`src/rtl/uart_mod_counter.sv`:
```
// Modulo-N tick counter for UART framing: counts baud/bit ticks, flags the terminal count, wraps or stops.
// Optional sticky overrun/clamp error output is enabled by defining UART_MOD_COUNTER_ERR_EN.
module uart_mod_counter #(
    parameter int CNT_W   = 4,
    parameter int MOD_MAX = 12,
    parameter int MOD_DEF = 10
) (
    input  logic             clk,
    input  logic             rst,
    input  logic             clr,
    input  logic             inc,
    input  logic             one_shot,
    input  logic [CNT_W:0]   mod_sel,
    output logic [CNT_W-1:0] count,
    output logic             tc,
    output logic             wrap,
    output logic             done,
`ifdef UART_MOD_COUNTER_ERR_EN
    output logic             busy,
    output logic             err
`else
    output logic             busy
`endif
);

    localparam logic [CNT_W:0] MOD_MIN_V = (CNT_W + 1)'(2);
    localparam logic [CNT_W:0] MOD_TOP_V = (CNT_W + 1)'(MOD_MAX);
    localparam logic [CNT_W:0] MOD_DEF_V = (CNT_W + 1)'(MOD_DEF);
    localparam logic [CNT_W:0] ONE_V     = (CNT_W + 1)'(1);
    localparam logic [CNT_W:0] TWO_V     = (CNT_W + 1)'(2);

    typedef enum logic [1:0] {
        IDLE = 2'd0,
        RUN  = 2'd1,
        DONE = 2'd2
    } state_t;

    state_t         state;
    logic [CNT_W:0] mod_q;
    logic [CNT_W:0] sel_clamped;
    logic [CNT_W:0] count_ext;
    logic           at_last;
    logic           next_is_last;
    logic           wrap_pend;

    always_comb begin
        sel_clamped = mod_sel;
        if (mod_sel < MOD_MIN_V) begin
            sel_clamped = MOD_MIN_V;
        end else if (mod_sel > MOD_TOP_V) begin
            sel_clamped = MOD_TOP_V;
        end
    end

    assign count_ext    = {1'b0, count};
    assign at_last      = (count_ext == (mod_q - ONE_V));
    assign next_is_last = ((count_ext + TWO_V) == mod_q);

    // tc is precomputed for the next state so it stays a pure function of registered state;
    // wrap is delayed one extra cycle through wrap_pend so it fires after count is back at 0.
    always_ff @(posedge clk or posedge rst) begin
        if (rst) begin
            state     <= IDLE;
            count     <= '0;
            mod_q     <= MOD_DEF_V;
            tc        <= 1'b0;
            wrap      <= 1'b0;
            wrap_pend <= 1'b0;
            done      <= 1'b0;
            busy      <= 1'b0;
        end else begin
            wrap_pend <= 1'b0;
            wrap      <= wrap_pend;
            if (clr) begin
                state <= IDLE;
                count <= '0;
                mod_q <= sel_clamped;
                tc    <= 1'b0;
                wrap  <= 1'b0;
                done  <= 1'b0;
                busy  <= 1'b0;
            end else if (inc) begin
                case (state)
                    IDLE: begin
                        state <= RUN;
                        count <= CNT_W'(1);
                        mod_q <= sel_clamped;
                        busy  <= 1'b1;
                        tc    <= (sel_clamped == MOD_MIN_V);
                    end
                    RUN: begin
                        if (at_last) begin
                            if (one_shot) begin
                                state <= DONE;
                                done  <= 1'b1;
                                busy  <= 1'b0;
                                tc    <= 1'b1;
                            end else begin
                                count     <= '0;
                                tc        <= 1'b0;
                                wrap_pend <= 1'b1;
                            end
                        end else begin
                            count <= count + CNT_W'(1);
                            tc    <= next_is_last;
                        end
                    end
                    DONE: begin
                        state <= DONE;
                    end
                    default: begin
                        state <= IDLE;
                        count <= '0;
                        tc    <= 1'b0;
                        done  <= 1'b0;
                        busy  <= 1'b0;
                    end
                endcase
            end
        end
    end

`ifdef UART_MOD_COUNTER_ERR_EN
    logic sel_bad;

    assign sel_bad = (mod_sel < MOD_MIN_V) || (mod_sel > MOD_TOP_V);

    // A clr re-arms the flag from the modulus it carries; otherwise the flag only ever sets.
    always_ff @(posedge clk or posedge rst) begin
        if (rst) begin
            err <= 1'b0;
        end else if (clr) begin
            err <= sel_bad;
        end else if (inc && (state == DONE)) begin
            err <= 1'b1;
        end else if (inc && (state == IDLE) && sel_bad) begin
            err <= 1'b1;
        end
    end
`endif

endmodule

```
`config.mk`:
```
export PLATFORM = sky130hd
export DESIGN_NAME = uart_mod_counter
export DESIGN_NICKNAME = d
export VERILOG_FILES = /design/src/rtl/uart_mod_counter.sv
export SDC_FILE = /design/constraint.sdc
export NUM_CORES = 1
export LEC_CHECK = 0
export BUFFER_PORTS_ARGS = -buffer_cell sky130_fd_sc_hd__clkbuf_2
export CORE_UTILIZATION = 45
export DETAILED_ROUTE_END_ITERATION = 7
export PLACE_DENSITY = 0.66
export REMOVE_ABC_BUFFERS = 1
export SLEW_MARGIN = 0
export SYNTH_ARGS = -nofsm -noshare
export SYNTH_HDL_FRONTEND = slang
export SYNTH_SLANG_ARGS = --single-unit
export TNS_END_PERCENT = 1
```
`constraint.sdc`:
```
create_clock -name clk -period 5.3 [get_ports clk]
set_input_delay 0.53 -clock clk [delete_from_list [all_inputs] [get_ports clk]]
set_output_delay 0.53 -clock clk [all_outputs]
set_load 0.01 [all_outputs]
```
==> flow_summary.ini, run 1 <==
[run_status]
status = finished, final reports clean

[cells_and_area]
final_cell_mix = clkbuf_2 (17), dfrtp_1 (14), nand2_1 (12)
nets = 162
multi_input_area_um2 = 698.2
fill_cells = 212
drive_above_1_share = 0.2153
area_delta_synth_final_pct = 12.66
final_cells = 172
diodes = 0
layout.cells.most_common = clkbuf_2
ff_latch_area_um2 = 402.9

[detailed_routing]
routed_wl_um = 2354
antenna_left = 0
viasPerCell = 5.552
drc = 0
drt_pass1_iterations = 4
vias = 955
wire_per_inst_um = 13.69
drt-initial-drc-count = 19

[sta]
final.setup.tns_ns = 0
rsz0062_at_grt = false
relSlewSlack = 0.5820
clock_skew_ns = 0.001949
maxClockFrequency_ghz = 0.4885
finalHoldViolCount = 0
setup_viol = 0
drv_slew = 0
worstMarginPinSlew_ns = 0.6264
min_period_over_period = 0.3863
finalCriticalPeriod_ns = 2.047

[power_and_ir_drop]
ir_drop_mv = 0.1520
powerDensity_nw_per_um2 = 256.1
p_leak_nw = 0.6415
p_total_mw = 0.3307

[synth]
yosysUniqueCellTypes = 45
ys_seq_area_frac = 0.3515
ys_seq_elements = 16
avgSynthCellArea_um2 = 9.169
netlist_area_um2 = 1146
synth_enable_flop_cells = 0
ys.warnings.count = 0
synth_flop_cell = dfrtp_1
ys_async_sr_fraction = 1.000
synthCells = 125

[die]
ios = 18
core-area_um2 = 2297
die_x_um = 52.47
start_util = 0.4989
die_h_um = 52.47
row_count = 17
dieArea_um2 = 2753

[grt]
grt_use_total = 0.1984
antenna_found_initial = 0
grt_pass1_vias = 883
grt_pass1_wl_um = 3988
grt_max_degree = 17
grt_overflow = 0

[min_path]
min_path_type = in2async

[clocking]
cts_buffer_depth = 2
htree_levels = 1
post_cts_buffers = 0
root_buffer = clkbuf_4
clock_latency_ns = 0.28
cts_sinks = 16
cts_hold_buf = 0
numCtsBuffers = 3
cts_tree = yes
clk_pin_slew_ns = 0.10
cts-resized-gates = 0

[run]
maxCapViolCount = 0

[placed_design]
place.gp.congestion = 0.8640
post-place-cells = 168
port_buffers = 17
dpl.hpwl_um = 1769

[critical_path]
required_ns = 5.53
critPathMaxStageDelay_ns = 0.57
crit_arrival_ns = 2.28
worst-path-max-fanout = 4
critPathCaptureType = flop
path_class = reg2reg
cpMostUsedCell = o21ba_1
critPathSlowestCell = dfstp_2
startpoint_type = flop
worstPathCellList = inv_1, ha_1, o21ba_1, a221oi_2, o211ai_1, o21ai_1, o21ba_1
==> critical path: cells and delay by family (launching register included) <==
family / cells / cell delay (ns)
flops: 1 / 0.57
buf+inv: 1 / 0.05
compound gates: 5 / 1.15
fa+ha+maj: 1 / 0.22
==> stage by stage <==
stage / utilization / instance area (um2) / hold WS, ns / setup WS [ns]
finish: 0.5621 / 1291 / 0.2848 / 3.253
global route: 0.5621 / 1291 / 0.3449 / 3.119
CTS: 0.5621 / 1291 / 0.3088 / 3.262
detailed placement: 0.5463 / 1255 / 0.4557 / 3.280
global placement: 0.5463 / 1255 / 0.4467 / 3.323
floorplan: - / 1135 / 0.4385 / 3.384
==> kinds of logic after synthesis <==
kind of cell | count (synthesis) | share of synthesized area
buffers and inverters | 11 | 0.03930
multiplexers | 2 | 0.01747
flip-flops | 16 | 0.3515
AND/OR/NAND/NOR | 50 | 0.2369
AO/OA/AOI/OAI | 29 | 0.2009
adder cells (fa/ha/maj) | 8 | 0.08515
XOR/XNOR | 9 | 0.06877
==> registers in the layout, summed over array words and instances, names as in the netlist <==
name and count:
busy 1, count 4, done 1, mod_q 5
state 2, tc 1, wrap 1, wrap_pend 1
==> layer usage <==
layer  wire, um  global-route usage
met3         61             0.03478
met2       1018              0.3080
met5          0                   0
met1       1256              0.2809
met4         17             0.05263
==> where the power goes <==
group          switching [mW]  internal, mW  total [mW]
Sequential             0.0136         0.134       0.147
Combinational          0.0570        0.0435       0.100
Clock                  0.0411        0.0418      0.0828
Total                   0.112         0.219       0.331
==> final timing paths <==
path,startpoint,endpoint,slack (ns),cells after the start
worst max-delay path,mod_q[1],tc,3.25,7
worst min-delay path,rst,tc,0.28,2
worst max register to register,mod_q[1],tc,3.25,7
worst min register to register,wrap_pend,wrap,0.47,1
max in group asynchronous,rst,state[0],4.61,2
min in group clk,mod_sel[4],mod_q[1],0.44,2
==> cell type report <==
class | count | share of cell area
tap | 28 | 0.02713
clock buffer | 4 | 0.02810
timing repair buffer | 17 | 0.06589
sequential | 16 | 0.3120
multi-input combinational | 98 | 0.5407
inverter | 9 | 0.02616
==> cell usage after synthesis, types with 3 or more instances <==
library cell	number	area (um2)
dfrtp_1	14	350.3
nand2_1	12	45.04
inv_1	9	33.78
a21oi_1	7	35.03
ha_1	7	87.58
nand2b_1	6	37.54
nor2_1	6	22.52
nor3_1	5	25.02
xnor2_1	5	43.79
nand3_1	4	20.02
nor2b_1	4	25.02
xor2_1	4	35.03
o21ai_1	3	15.01
No activity file was read; power rests on OpenSTA's default activity.
==> inputs of run 2 (changes only) <==
Settings changed: PLACE_DENSITY 0.66 to 0.68.
Clock period 5.3 ns to 1.7 ns, I/O delays scaled along.
==> run 2 against run 1 <==
Net effect:
- the run now ends with negative setup slack left
- clock power rose to 3.1 times the previous value
- via count rose by 6.8%
- sequential power rose to 3.1 times the previous value
- clock skew rose by 0.00079 ns
- worst hold slack got worse by 0.19 ns
- first-iteration DRC count rose by 5.3%
- sequential share of layout area fell by 3.3 points
- sequential cell count did not move
- power rose to 3.4 times the previous value
- critical endpoint is now count[1]
- utilization rose by 6.7 points
- critical path type unchanged
==> flow_summary.ini, run 2 (synthesized netlist as in run 1, its figures left out) <==
[run_status]
status = finished with violations
violations = negative setup slack

[critical_path]
worstPathCellList = inv_2, ha_4, o21ba_4, a221oi_4, o211a_4, nor2_2, a32o_1
critPathMaxStageDelay_ns = 0.55
cp_top_family = compound AO/OA/AOI/OAI gates
worst-path-stages = 7
startpoint_type = flop
critPathSlowestCell = dfstp_2
worst-path-max-fanout = 7
crit_arrival_ns = 2.05
reg2reg_depth = 7
path_class = reg2reg
required_ns = 1.88
cp_num_buf_inv = 1
critPathCaptureType = flop

[placed_design]
post-place-cells = 180
post-place-ws_ns = -0.2750
placed_cell_area_um2 = 1345
dpl.hpwl_um = 1917
place.gp.congestion = 0.8455
port_buffers = 17

[sta]
drv_slew = 0
setup_ws_ns = -0.1692
worstMarginPinSlew_ns = 0.6431
finalHoldViolCount = 0
rsz0062_at_grt = true
whs_ns = 0.09650
clock_skew_ns = 0.002738
min_period_over_period = 1.100
setup_viol = 10
relSlewSlack = 0.5708
finalCriticalPeriod_ns = 1.869
final.setup.tns_ns = -1.220
maxClockFrequency_ghz = 0.5350

[grt]
antenna_found_initial = 0
grt_pass1_wl_um = 4291
grt_use_total = 0.2159
grt_max_degree = 17
grt_pass1_vias = 951
grt_overflow = 0

[detailed_routing]
drt-initial-drc-count = 20
drt_pass1_iterations = 4
drc = 0
vias = 1020
antenna_left = 0
routed_wl_um = 2536
viasPerCell = 5.514
wire_per_inst_um = 13.71

[power_and_ir_drop]
p_total_mw = 1.114
powerDensity_nw_per_um2 = 770.5
p_leak_nw = 0.7171
ir_drop_mv = 0.4142

[clocking]
clock_latency_ns = 0.28
numCtsBuffers = 3
clk_pin_slew_ns = 0.10
htree_levels = 1
post_cts_buffers = 0
cts_tree = yes
root_buffer = clkbuf_4
cts_buffer_depth = 2
cts_sinks = 16

[die]
row_count = 17
die_h_um = 52.47
die_x_um = 52.47
dieArea_um2 = 2753
start_util = 0.4989
core-area_um2 = 2297
ios = 18

[cells_and_area]
final_cells = 185
post-route-util = 0.6291
largest_reg_flops = 5
final_cell_mix = clkbuf_2 (17), dfrtp_1 (14), nand2_1 (12)
max_flop_register = mod_q
diodes = 0
stdcell_area_um2 = 1445
layout.cells.most_common = clkbuf_2
largest_registers = mod_q (5), count (4), state (2)
nets = 175
drive_above_1_share = 0.3057
area_delta_synth_final_pct = 26.09

[run]
maxCapViolCount = 0

[min_path]
min_path_type = in2reg
hold_depth = 2
==> run 2: cell type report <==
class	instances	area, um2
clock buffer	4	36.28
fill	205	852.1
inverter	9	33.78
multi-input combinational	98	748.2
sequential	16	402.9
tap	28	35.03
timing repair buffer	30	188.9
==> run 2: worst paths after layout <==
check | start | end | slack (ns)
min | mod_sel[4] | mod_q[1] | 0.1
max in group asynchronous | rst | done | 0.79
max reg2reg | mod_q[1] | count[1] | -0.17
max | mod_q[1] | count[1] | -0.17
min reg2reg | wrap_pend | wrap | 0.47
min in group asynchronous | rst | mod_q[4] | 0.50
==> run 2: power breakdown <==
group | internal, mW | total (mW) | leakage [nW] | switching [mW]
combinational | 0.197 | 0.410 | 0.487 | 0.213
clock | 0.130 | 0.253 | 0.0210 | 0.123
sequential | 0.417 | 0.450 | 0.209 | 0.0329
total | 0.744 | 1.11 | 0.717 | 0.369
==> run 2: timing repair <==
item,in CTS,in global routing
hold endpoints to repair,14,0
pin swaps,8,2
hold buffers,1,0
gates resized for setup,8,2
gates cloned,0,0
endpoints found under the setup margin,10,10
==> run 2: layer usage <==
| layer | part of all wire | track usage |
|---|---|---|
| met1 | 0.47 | 0.2937 |
| met2 | 0.47 | 0.3418 |
| met5 | 0 | 0 |
| met4 | 0.013 | 0.09211 |
| met3 | 0.037 | 0.02609 |
==> inputs of run 3 (changes only) <==
Settings changed: CAP_MARGIN from default to 20, RECOVER_POWER from default to 100.
==> run 3 against run 2 <==
Net effect:
- the run still ends with negative setup slack left
- fmax is 0.40% lower
- die area stayed put
- clock skew hardly changed
- sequential power hardly changed
- first-iteration DRC count is 15% lower
- non-clock buffer count stayed put
- cell count stayed put
- setup slack worse by 0.0074 ns
- sequential cell count stayed put
==> flow_summary.ini, run 3 (synthesized netlist as in run 1, its figures left out) <==
[sta]
setup_viol = 10
maxClockFrequency_ghz = 0.5329
whs_ns = 0.09647
rsz0062_at_grt = true
worstMarginPinSlew_ns = 0.6415
final.setup.tns_ns = -1.255
min_period_over_period = 1.104
drv_slew = 0
setup_ws_ns = -0.1766
finalHoldViolCount = 0
finalCriticalPeriod_ns = 1.877
relSlewSlack = 0.5719
clock_skew_ns = 0.002867

[grt]
grt_overflow = 0
antenna_found_initial = 0
grt_use_total = 0.2159
grt_pass1_vias = 951
grt_pass1_wl_um = 4291
grt_max_degree = 17

[cells_and_area]
final_cell_mix = dfrtp_1 (14), nand2_1 (12), clkbuf_2 (12)
layout.cells.most_common = dfrtp_1
nets = 175
area_delta_synth_final_pct = 24.56
largest_reg_flops = 5
final_cells = 185
max_flop_register = mod_q
largest_registers = mod_q (5), count (4), state (2)
diodes = 0
drive_above_1_share = 0.2548
fill_cells = 210

[critical_path]
cp_num_buf_inv = 1
worstPathCellList = inv_2, ha_4, o21ba_4, a221oi_4, o211a_4, nor2_2, a32o_1
worst-path-max-fanout = 7
cp_top_family = compound AO/OA/AOI/OAI gates
critPathSlowestCell = dfstp_2
critPathCaptureType = flop
required_ns = 1.88
path_class = reg2reg
startpoint_type = flop
crit_arrival_ns = 2.05
critPathMaxStageDelay_ns = 0.55

[placed_design]
port_buffers = 17
dpl.hpwl_um = 1917
place.gp.congestion = 0.8455
post-place-cells = 180
post-place-ws_ns = -0.2750

[die]
start_util = 0.4989
ios = 18
die_x_um = 52.47
die_h_um = 52.47
dieArea_um2 = 2753
row_count = 17
core-area_um2 = 2297

[clocking]
cts_sinks = 16
clock_latency_ns = 0.28
htree_levels = 1
root_buffer = clkbuf_4
cts_buffer_depth = 2
cts_tree = yes
numCtsBuffers = 3
post_cts_buffers = 0
clk_pin_slew_ns = 0.10

[detailed_routing]
drt_pass1_iterations = 4
drc = 0
antenna_left = 0
vias = 1017
routed_wl_um = 2539
viasPerCell = 5.497
drt-initial-drc-count = 17
wire_per_inst_um = 13.72

[power_and_ir_drop]
p_total_mw = 1.105
p_leak_nw = 0.6869
ir_drop_mv = 0.4132
powerDensity_nw_per_um2 = 774.3

[run_status]
violations = negative setup slack
status = finished with violations

[run]
maxCapViolCount = 0

[min_path]
min_path_type = in2reg
[run 3: cell types whose count changed in the layout (fill, tap and decap cells not counted), sizes merged]
cell,before,now
buf,12,9
clkbuf,21,24
[run 3: layout make-up]
cell class | count | area [um2] | share of cell area
Inverter | 9 | 33.78 | 0.02366
Timing Repair Buffer | 30 | 171.4 | 0.1201
Multi-Input combinational cell | 98 | 748.2 | 0.5241
Sequential cell | 16 | 402.9 | 0.2822
Tap cell | 28 | 35.03 | 0.02454
Clock buffer | 4 | 36.28 | 0.02542
[run 3: worst register-to-register path, delay by kind of cell, from the launching register on]
kind,cells,cell delay (ns)
buffers and inverters,1,0.04
AO/OA/AOI/OAI,4,0.98
AND/OR/NAND/NOR,1,0.04
adder cells (fa/ha/maj),1,0.17
flip-flops,1,0.55
[run 3: metrics by stage]
| stage | cell area [um2] | utilization |
|---|---|---|
| after global placement | 1345 | 0.5855 |
| final | 1428 | 0.6215 |
| after detailed placement | 1345 | 0.5855 |
| after global routing | 1428 | 0.6215 |
| after floorplan | 1135 | - |
| after CTS | 1434 | 0.6242 |
[run 3: final timing paths]
check	from	cells past startpoint	slack, ns	end
setup / recovery	mod_q[1]	7	-0.18	count[1]
hold / removal	mod_sel[4]	2	0.1	mod_q[1]
setup reg to reg	mod_q[1]	7	-0.18	count[1]
hold reg to reg	wrap_pend	1	0.47	wrap
max in group asynchronous	rst	3	0.79	done
min in group asynchronous	rst	3	0.49	mod_q[4]
[run 3: metal layers]
layer / vias to the layer above / part of all wire / GRT usage
met1: 486 / 0.48 / 0.2937
met4: 0 / 0.013 / 0.09211
met5: - / 0 / 0
met2: 17 / 0.48 / 0.3418
li1: 510 / - / -
met3: 4 / 0.026 / 0.02609
[run 3: report_power, final]
group	total (mW)	switching [mW]	internal, mW
registers	0.450	0.0326	0.417
logic	0.402	0.214	0.188
clock network	0.253	0.123	0.130
total	1.11	0.370	0.736
[run 3: repair_timing]
item,4_1_cts,5_1_grt
endpoints found under the hold margin,14,0
hold buffers,1,0
pin swaps,8,2
resized for setup,8,2
setup endpoints to repair,10,10
